--- config.mk ---
export PLATFORM = sky130hd
export DESIGN_NAME = mem_ctrl
export DESIGN_NICKNAME = d
export VERILOG_FILES = /design/src/rtl/mem_ctrl_pkg.sv /design/src/rtl/mem_ctrl_load_ext.sv /design/src/rtl/mem_ctrl.sv
export SDC_FILE = /design/constraint.sdc
export NUM_CORES = 1
export LEC_CHECK = 0
export BUFFER_PORTS_ARGS = -buffer_cell sky130_fd_sc_hd__buf_2
export CORE_MARGIN = 5
export CORE_UTILIZATION = 55
export DETAILED_ROUTE_END_ITERATION = 8
export GPL_TIMING_DRIVEN = 1
export PLACE_DENSITY = 0.84
export REMOVE_ABC_BUFFERS = 1
export SLEW_MARGIN = 5
export SYNTH_ARGS = -nofsm -noshare
export SYNTH_HDL_FRONTEND = slang
export SYNTH_SLANG_ARGS = --single-unit
export TNS_END_PERCENT = 50
--- constraint.sdc ---
create_clock -name clk -period 3.8 [get_ports clk]
set_clock_uncertainty 0.2 [all_clocks]
set_input_delay 0.38 -clock clk [delete_from_list [all_inputs] [get_ports clk]]
set_output_delay 0.38 -clock clk [all_outputs]
set_load 0.03 [all_outputs]
--- src/rtl/mem_ctrl_pkg.sv ---
// mem_ctrl_pkg: shared constants and types for the byte-serial data-memory
// controller.
//   RST_ENABLE          active level of rst
//   ZERO_WORD           reset value of the load result
//   MEM_BYTE/HALF/WORD  size_i encodings (2'b11 behaves as a word)
//   state_e             controller FSM states
//   req_t               request fields latched at accept time
//   byte_count()        number of byte accesses for a size code
package mem_ctrl_pkg;

  localparam logic        RST_ENABLE = 1'b1;
  localparam logic [31:0] ZERO_WORD  = 32'h0000_0000;

  localparam logic [1:0] MEM_BYTE = 2'b00;
  localparam logic [1:0] MEM_HALF = 2'b01;
  localparam logic [1:0] MEM_WORD = 2'b10;

  typedef enum logic [1:0] {
    ST_IDLE  = 2'd0,
    ST_STORE = 2'd1,
    ST_LOAD  = 2'd2,
    ST_DONE  = 2'd3
  } state_e;

  // The address is kept outside the struct because its width is a
  // parameter of the top module.
  typedef struct packed {
    logic [1:0]  size;
    logic        sext;
    logic [31:0] wdata;
  } req_t;

  function automatic logic [2:0] byte_count(input logic [1:0] size);
    case (size)
      MEM_BYTE: byte_count = 3'd1;
      MEM_HALF: byte_count = 3'd2;
      default:  byte_count = 3'd4;
    endcase
  endfunction

endpackage

--- src/rtl/mem_ctrl_load_ext.sv ---
// mem_ctrl_load_ext: sign/zero extension of an assembled load word.
//   asm_word  in  32  bytes gathered from RAM, byte 0 in bits 7:0
//   size      in  2   access size code
//   sext      in  1   1 = sign-extend byte/half, 0 = zero-extend
//   ext_word  out 32  extended result; word accesses pass through
module mem_ctrl_load_ext
  import mem_ctrl_pkg::*;
(
  input  logic [31:0] asm_word,
  input  logic [1:0]  size,
  input  logic        sext,
  output logic [31:0] ext_word
);

  always_comb begin
    ext_word = asm_word;
    case (size)
      MEM_BYTE: ext_word = {{24{sext & asm_word[7]}},  asm_word[7:0]};
      MEM_HALF: ext_word = {{16{sext & asm_word[15]}}, asm_word[15:0]};
      default:  ext_word = asm_word;
    endcase
  end

endmodule

--- src/rtl/mem_ctrl.sv ---
// mem_ctrl: services one 32-bit load/store from the MEM stage as a series of
// byte accesses on an 8-bit registered RAM port.
//   clk, rst            clock, synchronous active-high reset
//   req_i/we_i/addr_i/wdata_i/size_i/sext_i   request, held until done_o
//   rdata_o             load result, valid with done_o, held until next load
//   done_o              one-cycle completion pulse
//   busy_o              stall request, combinational from req_i in IDLE
//   mem_a_o/mem_dout_o/mem_wr_o/mem_din_i      byte RAM port
module mem_ctrl
  import mem_ctrl_pkg::*;
#(
  parameter int ADDR_W = 32
) (
  input  logic              clk,
  input  logic              rst,
  input  logic              req_i,
  input  logic              we_i,
  input  logic [ADDR_W-1:0] addr_i,
  input  logic [31:0]       wdata_i,
  input  logic [1:0]        size_i,
  input  logic              sext_i,
  output logic [31:0]       rdata_o,
  output logic              done_o,
  output logic              busy_o,
  output logic [ADDR_W-1:0] mem_a_o,
  output logic [7:0]        mem_dout_o,
  output logic              mem_wr_o,
  input  logic [7:0]        mem_din_i
);

  state_e            state_q, state_d;
  req_t              req_q;
  logic [ADDR_W-1:0] addr_q;
  logic [2:0]        k_q;       // byte index: 0..N-1 issue, N = load drain
  logic [31:0]       asm_q;     // load bytes gathered so far
  logic [31:0]       asm_next;  // asm_q with this cycle's RAM byte merged in
  logic [31:0]       ext_word;
  logic [31:0]       rdata_q;
  logic [2:0]        nbytes;
  logic [1:0]        cap_idx;

  assign nbytes  = byte_count(req_q.size);
  // RAM data arriving now belongs to the byte issued last cycle.
  assign cap_idx = 2'(k_q - 3'd1);

  always_comb begin
    asm_next = asm_q;
    if (k_q != 3'd0)
      asm_next[{cap_idx, 3'b000} +: 8] = mem_din_i;
  end

  // Extend from asm_next so the final byte, captured on the drain edge,
  // is already part of the result that appears in DONE.
  mem_ctrl_load_ext u_load_ext (
    .asm_word (asm_next),
    .size     (req_q.size),
    .sext     (req_q.sext),
    .ext_word (ext_word)
  );

  // State register
  always_ff @(posedge clk) begin
    if (rst == RST_ENABLE) state_q <= ST_IDLE;
    else                   state_q <= state_d;
  end

  // Next-state logic
  always_comb begin
    state_d = state_q;
    case (state_q)
      ST_IDLE:  if (req_i) state_d = we_i ? ST_STORE : ST_LOAD;
      ST_STORE: if (k_q == nbytes - 3'd1) state_d = ST_DONE;
      ST_LOAD:  if (k_q == nbytes) state_d = ST_DONE;
      ST_DONE:  state_d = ST_IDLE;
      default:  state_d = ST_IDLE;
    endcase
  end

  // Request latch, byte counter and load assembly
  always_ff @(posedge clk) begin
    if (rst == RST_ENABLE) begin
      req_q   <= '0;
      addr_q  <= '0;
      k_q     <= '0;
      asm_q   <= '0;
      rdata_q <= ZERO_WORD;
    end else begin
      case (state_q)
        ST_IDLE: if (req_i) begin
          req_q.size  <= size_i;
          req_q.sext  <= sext_i;
          req_q.wdata <= wdata_i;
          addr_q      <= addr_i;
          k_q         <= '0;
          asm_q       <= '0;
        end
        ST_STORE: k_q <= k_q + 3'd1;
        ST_LOAD: begin
          k_q   <= k_q + 3'd1;
          asm_q <= asm_next;
          if (k_q == nbytes) rdata_q <= ext_word;
        end
        default: ;
      endcase
    end
  end

  assign rdata_o = rdata_q;

  // Output logic
  always_comb begin
    mem_a_o    = '0;
    mem_dout_o = '0;
    mem_wr_o   = 1'b0;
    done_o     = 1'b0;
    busy_o     = 1'b0;
    case (state_q)
      ST_IDLE: busy_o = req_i;
      ST_STORE: begin
        busy_o     = 1'b1;
        mem_wr_o   = 1'b1;
        mem_a_o    = addr_q + ADDR_W'(k_q);
        mem_dout_o = req_q.wdata[{k_q[1:0], 3'b000} +: 8];
      end
      ST_LOAD: begin
        busy_o = 1'b1;
        // Drain cycle (k == N) only captures; the port is quiet.
        if (k_q < nbytes) mem_a_o = addr_q + ADDR_W'(k_q);
      end
      ST_DONE: done_o = 1'b1;
      default: ;
    endcase
  end

endmodule

## Word level (Yosys, flattened, before mapping)

Index checks and enable logic that the tools add are counted.

- Shift operators: 3
- Add/sub/neg operators: 5
- Multiplexer cells: 19
- Equality and inequality tests: 9
- Magnitude comparators: 1
- Bitwise operators: 2
- Reductions and logical operators: 11

Operators by type and width:

| kind | number |
|---|---|
| 32-bit one-hot mux with 2 select lines | 3 |
| 32-bit two-way mux | 3 |
| 32-bit by 3-bit adder with 32-bit output | 1 |
| 32-bit bitwise mux | 1 |
| 8-bit by 7-bit variable shift with 32-bit output (first input constant) | 1 |
| 32-bit by 6-bit variable part select with 8-bit output | 1 |
| 8-bit by 7-bit variable part select with 32-bit output | 1 |
| 3-bit one-hot mux with 2 select lines | 2 |
| 2-bit two-way mux | 4 |
| 8-bit two-way mux | 1 |
| 2-bit one-hot mux with 4 select lines | 1 |
| 2-bit AND reduction | 4 |
| 5-bit negator with 7-bit output | 1 |
| 3-bit == test | 2 |
| 2-bit != test (second input constant) | 3 |
| 2-bit by 1-bit == test with 1-bit output (second input constant) | 2 |
| 2-bit == test (second input constant) | 2 |
| 2-bit logical NOT | 2 |
| 2-bit nonzero test | 2 |
| 3-bit by 1-bit adder with 3-bit output (second input constant) | 1 |
| 3-bit < comparator | 1 |
| 3-bit two-way mux | 1 |
| 3-bit AND reduction | 1 |
| 3-bit nonzero test | 1 |
| 6 further kinds | 8 |

- Register bits: 136
- Bits of input ports: 79
- Logic and storage cells: 58
- Output and inout port bits: 75

## Longest topological paths before layout

Gate-level depths: netlist of the first run.

- Depth after elaboration: 7
- Gate-level depth with buffers: 9
- Mapped depth without buffers: 7

## Modules after synthesis

From an unflattened synthesis of the first run, not the netlist that was laid out.

- Cells, all modules: 897
- Area, all modules: 6,867.8 um^2

Modules (own cells, without submodules):

| module | area an instance (um^2) | instances | cells an instance |
|---|---|---|---|
| mem_ctrl | 6,482.5 | 1 | 831 |
| mem_ctrl_load_ext | 385.4 | 1 | 66 |

## Worst setup path before layout of the first run

Ideal clock, no wire load.

- Kind: register -> output
- Start: register k_q[0]
- End: output mem_a_o[20]
- Data arrival time: 2.342 ns
- Buffers on the path: 0
- Required time: 3.220 ns
- Path slack: 0.878 ns
- Cell stages (with the launch flop): 7
- Cell sequence: dfxtp_1 > ha_1 > fa_1 > a21o_1 > nand4_1 > or4_1 > a21oi_1

- Word-level cells in the longest chain between the ends: 3
- Elaborated cells on any way between the ends: 4

RTL lines:

| item | line | RTL |
|---|---|---|
| from (decl) | mem_ctrl.sv:34 | `logic [2:0] k_q;` |
| from (signal assigned) | mem_ctrl.sv:97 | `ST_STORE: k_q <= k_q + 3'd1;` |
| from (signal assigned) | mem_ctrl.sv:99 | `k_q <= k_q + 3'd1;` |
| 32-bit by 3-bit adder with 32-bit output or 3-bit < comparator (tied branches) | mem_ctrl.sv:122, mem_ctrl.sv:128 |  |
| 32-bit two-way mux | mem_ctrl.sv:128 | `if (k_q < nbytes) mem_a_o = addr_q + ADDR_W'(k_q);` |
| 32-bit one-hot mux with 2 select lines * | mem_ctrl.sv:117 | `case (state_q)` |
| to (decl) | mem_ctrl.sv:25 | `output logic [ADDR_W-1:0] mem_a_o,` |

Every way passes the cells marked *; elsewhere a longest branch is shown, timed or not.

## Worst setup path in the final report of the first run

- Start: register k_q[1]
- End: output mem_a_o[29]

Same word-level chain as after synthesis.

==> results of run 1 <==
## metrics by stage
step,instances,util [%]
floorplan,815,-
global placement,1158,62.6
detailed placement,1158,62.6
CTS,1218,69.5
global route,1219,69.7
finish,1219,69.7
## power by group through the flow
stage               sequential, mW  clock, mW  combinational (mW)
CTS                           1.75       1.64                1.69
global route                  1.78       1.71                1.86
finish                        1.76       1.63                1.70
global placement              1.77          0                1.63
floorplan                     1.89          0               0.966
detailed placement            1.78          0                1.65
## sequential cells by signal, summed over array words and instances (netlist names)
signal,cells
req_q,35
addr_q,32
asm_q,32
rdata_o,32
k_q,3
state_q,2
## cell usage in the layout (no fill, tap or decap), types with 7 or more instances in the layout
| master | n |
|---|---|
| a211oi_1 | 11 |
| a21boi_0 | 24 |
| a21oi_1 | 119 |
| a22o_1 | 8 |
| a22oi_1 | 8 |
| a311oi_1 | 9 |
| a41oi_1 | 16 |
| and2_1 | 10 |
| and4_1 | 26 |
| buf_2 | 152 |
| buf_4 | 18 |
| clkbuf_16 | 17 |
| dfxtp_1 | 136 |
| dlygate4sd3_1 | 28 |
| ha_1 | 15 |
| inv_1 | 15 |
| mux4_2 | 8 |
| nand2_1 | 170 |
| nand3_1 | 21 |
| nand4_1 | 8 |
| nor2_1 | 53 |
| nor2b_1 | 12 |
| o21ai_0 | 48 |
| o21bai_1 | 16 |
| o31ai_1 | 12 |
| or3_1 | 7 |
| or4_1 | 13 |
| xor2_1 | 7 |
## worst max-delay path: stages, from the launching register on
cell and delay (ps):
dfxtp_1 320, buf_4 210, ha_1 300, nand3_1 160, a21o_1 410, or4_1 580, a21oi_1 180, buf_2 220
## per-layer routing
layer	routed length [um]	part of all wire (%)	GRT usage (%)	up-vias
li1	-	-	-	3476
met2	9010	47	40.8	280
met3	1290	6.8	4.93	32
met1	8300	44	33.5	3268
met4	384	2.0	8.96	0
met5	0	0	0	-
## final cells by class
cell class	instances	share of cell area (%)
clock buffer	18	5.02
clock inverter	14	1.70
inverter	15	0.643
multi-input combinational	664	45.2
sequential	136	31.1
tap	172	2.46
timing repair buffer	200	13.9
## final timing paths
| check | startpoint | endpoint | slack (ps) | depth (start not counted) |
|---|---|---|---|---|
| max | k_q[1] | mem_a_o[29] | 420 | 7 |
| min | wdata_i[26] | req_q[26] | 9 | 3 |
| max reg2reg | k_q[0] | rdata_o[30] | 970 | 9 |
| min reg2reg | asm_q[9] | asm_q[9] | 250 | 2 |
## logic make-up (layout without fill, tap and decap cells)
group,count (synthesis),in the layout
flops,136,136
simple gates,346,346
mux,10,10
buf+inv,86,247
compound gates,280,280
fa+ha+maj,16,16
xor+xnor,12,12
## what timing repair did
| action | CTS | global route |
|---|---|---|
| endpoints found under the hold margin | 28 | 0 |
| setup buffers | 0 | 1 |
| hold buffers | 28 | 0 |
| setup endpoints to repair | 0 | 3 |
==> impl_metrics.csv, run 1 <==
group,metric,value,unit
status,status,"complete, no violations",
finish,drive_above_1_share,21.4,%
synthesis,seq_area_frac_synth,38.9,%
synthesis,synth_xor_area_share,1.50,%
worst_hold_path,hold_path_class,"input port to register",
clock_tree,ctsResizeCount,0,
finish,final.fill_count,1010,
die,die_y,123,um
pwr,seqPwrFrac,34.5,%
setup_path,start_kind,"register",
pwr,switching_share,38.5,%
finish,post-route-cell-area,8760,sq um
synthesis,syn-cell-area,7000,sq um
pwr,power_frac_comb,33.4,%
timing,fmax,296,MHz
finish,nNetsFinal,1129,
setup_path,crit_path_end_kind,"output pin",
placed_design,place_area,7870,sq um
synthesis,synth_fa_ha_area_share,2.97,%
synthesis,synth_top_area_share,38.9,%
finish,seqCellArea,2720,sq um
synthesis,yosysMostFrequentCell,"nand2_1",
timing,tns,0,ps
timing,max_slew.worst_pin.slew,892,ps
synthesis,synth_area_per_cell,7.90,sq um
placed_design,place_congestion,0.830,
placed_design,dp_slack,696,ps
timing,relSlewSlack,40.2,%
pwr,clock_power_share,32.1,%
synthesis,ys_types,51,
die,start_util,55.7,%
clock_tree,cts_tree,"done",
die,die_x,123,um
finish,layout-area-overhead-vs-synth,25.1,%
timing,finalMaxSlewViolations,0,
job,drv_cap,0,
setup_path,path_max_fanout,21,
die,ios,154,
setup_path,required,3220,ps
synthesis,ys_top_cells_by_area,"dfxtp_1 39%, nand2_1 9.2%, a21oi_1 8.5%",
die,core_area,12600,sq um
clock_tree,clock_latency,420,ps
timing,min_period_over_period,89.0,%
finish,multiInputGateArea,3960,sq um
synthesis,yosys_warnings,0,
synthesis,synth_edf_count,0,
global_route,grt_overflow,0,
pwr,power.density,581,nW/um^2
synthesis,ys_seq_elements,136,
timing,period_needed,3380,ps
placed_design,io_buffer_count,153,
timing,setup_viol,0,
timing,worst_slack,416,ps
synthesis,yosys.area_share.simple,24.2,%
synthesis,synth_top_family_by_area,"compound AO/OA/AOI/OAI gates",
clock_tree,clockBufferDepth,2,
setup_path,worstPathArrival,2800,ps
synthesis,synthTopCellsByCount,"171 x nand2_1, 136 x dfxtp_1, 119 x a21oi_1",
routing,drc_errors,0,
routing,first_pass_iters,6,
global_route,grt_antenna_before_repair,0,
pwr,finalPower,5.09,mW
global_route,grt_pass1_vias,6524,
global_route,grt_max_degree,82,
setup_path,worstSetupPathType,"register to output pin",
placed_design,dp.final_hpwl,12400,um
clock_tree,htree_levels,4,
clock_tree,cts_buffers,17,
global_route,grt.total_usage,25.2,%
routing,via_per_inst,5.79,
clock_tree,cts_root_buf,"clkbuf_16",
pwr,power.switching,1.96,mW
synthesis,synth.mux.area_fraction,2.86,%
die,fp.dieArea,15100,sq um
synthesis,syn_inst,886,
die,rows,41,
global_route,grt_pass1_wl,30800,um
pwr,p_leak,3.48,nW
routing,wl,19000,um
timing,rsz0062_at_grt,"no",
synthesis,synth_compound_area_share,24.7,%
routing,num_vias,7056,
pwr,ir_worst_vdd,0.443,mV
timing,final-hold-violation-count,0,
routing,wire_per_inst,15.6,um
synthesis,synth_ff_type,"dfxtp_1",
clock_tree,path_clk_slew,60,ps
finish,num_antenna_cells,0,
synthesis,synthArstFlopShare,0,%
pwr,internal_power,3.13,mW
clock_tree,clock_sinks,136,
routing,antenna_left,0,
routing,drt_iter0_markers,603,
synthesis,synth_top_cell_by_area,"dfxtp_1",
timing,hold_slack,9.30,ps
No activity file was read; power rests on OpenSTA's default activity.
==> inputs of run 2 (changes only) <==
==> constraint.sdc (replaced) <==
create_clock -name clk -period 3.8 [get_ports clk]
set_clock_uncertainty 0.2 [all_clocks]
set_input_delay 0.95 -clock clk [delete_from_list [all_inputs] [get_ports clk]]
set_output_delay 0.95 -clock clk [all_outputs]
set_load 0.03 [all_outputs]
==> impl_metrics.csv, run 2 (synthesized netlist as in run 1, its figures left out) <==
group,metric,value,unit
timing,setup_viol,0,
die,die_x,123,um
die,fp.dieArea,15100,sq um
clock_tree,htree_levels,4,
setup_path,reg2regPathDepth,8,
status,status,"complete, no violations",
global_route,grt_max_degree,68,
setup_path,cp-endpoint,"mem_a_o[24]",
die,die_y,123,um
placed_design,dp.final_hpwl,12300,um
setup_path,timing.rr.start,"k_q[0]",
setup_path,r2r_slack,1050,ps
die,start_util,55.7,%
global_route,grt.total_usage,24.1,%
finish,top_register,"req_q",
setup_path,crit_chain,"ha_1 -> fa_2 -> a21o_1 -> nand4_1 -> buf_4 -> or4b_1 -> a21oi_1 -> clkbuf_4",
finish,num_antenna_cells,0,
pwr,power.density,595,nW/um^2
clock_tree,cts_root_buf,"clkbuf_16",
timing,hold_slack,249,ps
routing,wl,18100,um
pwr,ir_worst_vdd,0.358,mV
finish,layout-area-overhead-vs-synth,21.9,%
timing,relSlewSlack,45.0,%
setup_path,crit_path_end_kind,"output pin",
placed_design,place_congestion,0.871,
pwr,finalPower,5.07,mW
setup_path,required,2650,ps
clock_tree,clockBufferDepth,2,
timing,finalMaxSlewViolations,0,
clock_tree,clock_sinks,136,
setup_path,cp_slowest_cell,"or4b_1",
pwr,p_leak,3.38,nW
routing,wire_per_inst,15.2,um
finish,layout_common_cells,"170 x nand2_1, 150 x buf_2, 136 x dfxtp_1, 119 x a21oi_1, 53 x nor2_1",
finish,drive_above_1_share,22.5,%
timing,worst_slack,127,ps
die,rows,41,
setup_path,worstSetupPathType,"register to output pin",
routing,drt_iter0_markers,626,
clock_tree,cts_tree,"done",
finish,largest_reg_flops,35,
timing,fmax,272,MHz
die,core_area,12600,sq um
timing,period_needed,3670,ps
routing,first_pass_iters,7,
placed_design,dp.cells,1160,
finish,nNetsFinal,1103,
global_route,grt_overflow,0,
routing,drc_errors,0,
setup_path,critPathMaxStageDelay,500,ps
job,drv_cap,0,
clock_tree,clock_latency,420,ps
finish,post-route-cell-area,8530,sq um
worst_hold_path,min-delay-start,"asm_q[15]",
setup_path,reg2reg_to,"rdata_o[12]",
clock_tree,cts_buffers,17,
global_route,grt_pass1_wl,29400,um
setup_path,crit_path_start,"k_q[0]",
setup_path,start_kind,"register",
clock_tree,path_clk_slew,60,ps
placed_design,place_area,7900,sq um
routing,num_vias,6824,
placed_design,io_buffer_count,153,
timing,max_slew.worst_pin.slew,821,ps
setup_path,path_max_fanout,18,
die,ios,154,
setup_path,worstPathArrival,2520,ps
routing,via_per_inst,5.72,
global_route,grt_pass1_vias,6070,
finish,final-instance-count-excl-fill,1192,
placed_design,dp_slack,424,ps
worst_hold_path,hold_path_class,"register to register",
routing,antenna_left,0,
global_route,grt_antenna_before_repair,0,
timing,min_period_over_period,96.7,%
finish,layout_commonest_cell,"nand2_1",
timing,final-hold-violation-count,0,
==> run 2: changes by cell type in the layout (fill, tap and decap cells not counted), moves of 2 or more <==
cell,delta
clkinv_2,+2
dlygate4sd3_1,-28
buf_2,-2
buf_4,+3
inv_6,-2
==> run 2: layout make-up <==
type                    count  area (sq um)
inverters                  15          56.3
multi-input cells         664          3990
fillers                  1070          4040
repair buffers            174           956
clock inverters            13           155
well taps                 172           215
flip-flops and latches    136          2720
clock buffers              18           439
==> run 2: worst max-delay path, delay by kind of cell, from the launching register on <==
family	cells	cell delay [ps]
AND/OR/NAND/NOR	2	600
buffers and inverters	2	410
flip-flops	1	330
AO/OA/AOI/OAI	2	320
adder cells (fa/ha/maj)	2	430
==> run 2: where the power goes <==
group          total, mW  switching, mW  internal, mW
logic               1.67           1.15         0.518
clock network       1.65          0.612          1.04
registers           1.75          0.143          1.61
total               5.07           1.90          3.17
==> run 2: worst min path at each step <==
stage | cells after the start | slack [ps] | to
finish | 2 | 250 | asm_q[15]
global placement | 2 | 230 | asm_q[4]
floorplan | 2 | 220 | asm_q[0]
detailed placement | 2 | 240 | asm_q[5]
CTS | 2 | 250 | asm_q[5]
global route | 2 | 260 | asm_q[5]
==> run 2: stage by stage <==
stage          TNS (ps)  util (%)
6_report              0      67.9
5_1_grt           -6.73      67.9
4_1_cts               0      67.6
3_5_place_dp          0      62.8
3_3_place_gp          0      62.8
2_1_floorplan    -14420         -
==> run 2: per-layer routing <==
metal | wire length, um | global-route usage (%) | vias up | share of wire, %
li1 | - | - | 3423 | -
met2 | 8430 | 37.8 | 222 | 47
met1 | 8010 | 32.6 | 3144 | 44
met4 | 424 | 9.38 | 0 | 2.3
met3 | 1260 | 5.21 | 35 | 6.9
met5 | 0 | 0 | - | 0
==> run 2: what timing repair did <==
item	in CTS	in global routing
buffers inserted	0	1
setup endpoints to repair	6	12
endpoints found under the hold margin	0	0
hold buffers	0	0
pin swaps	0	1
gates resized for setup	1	7
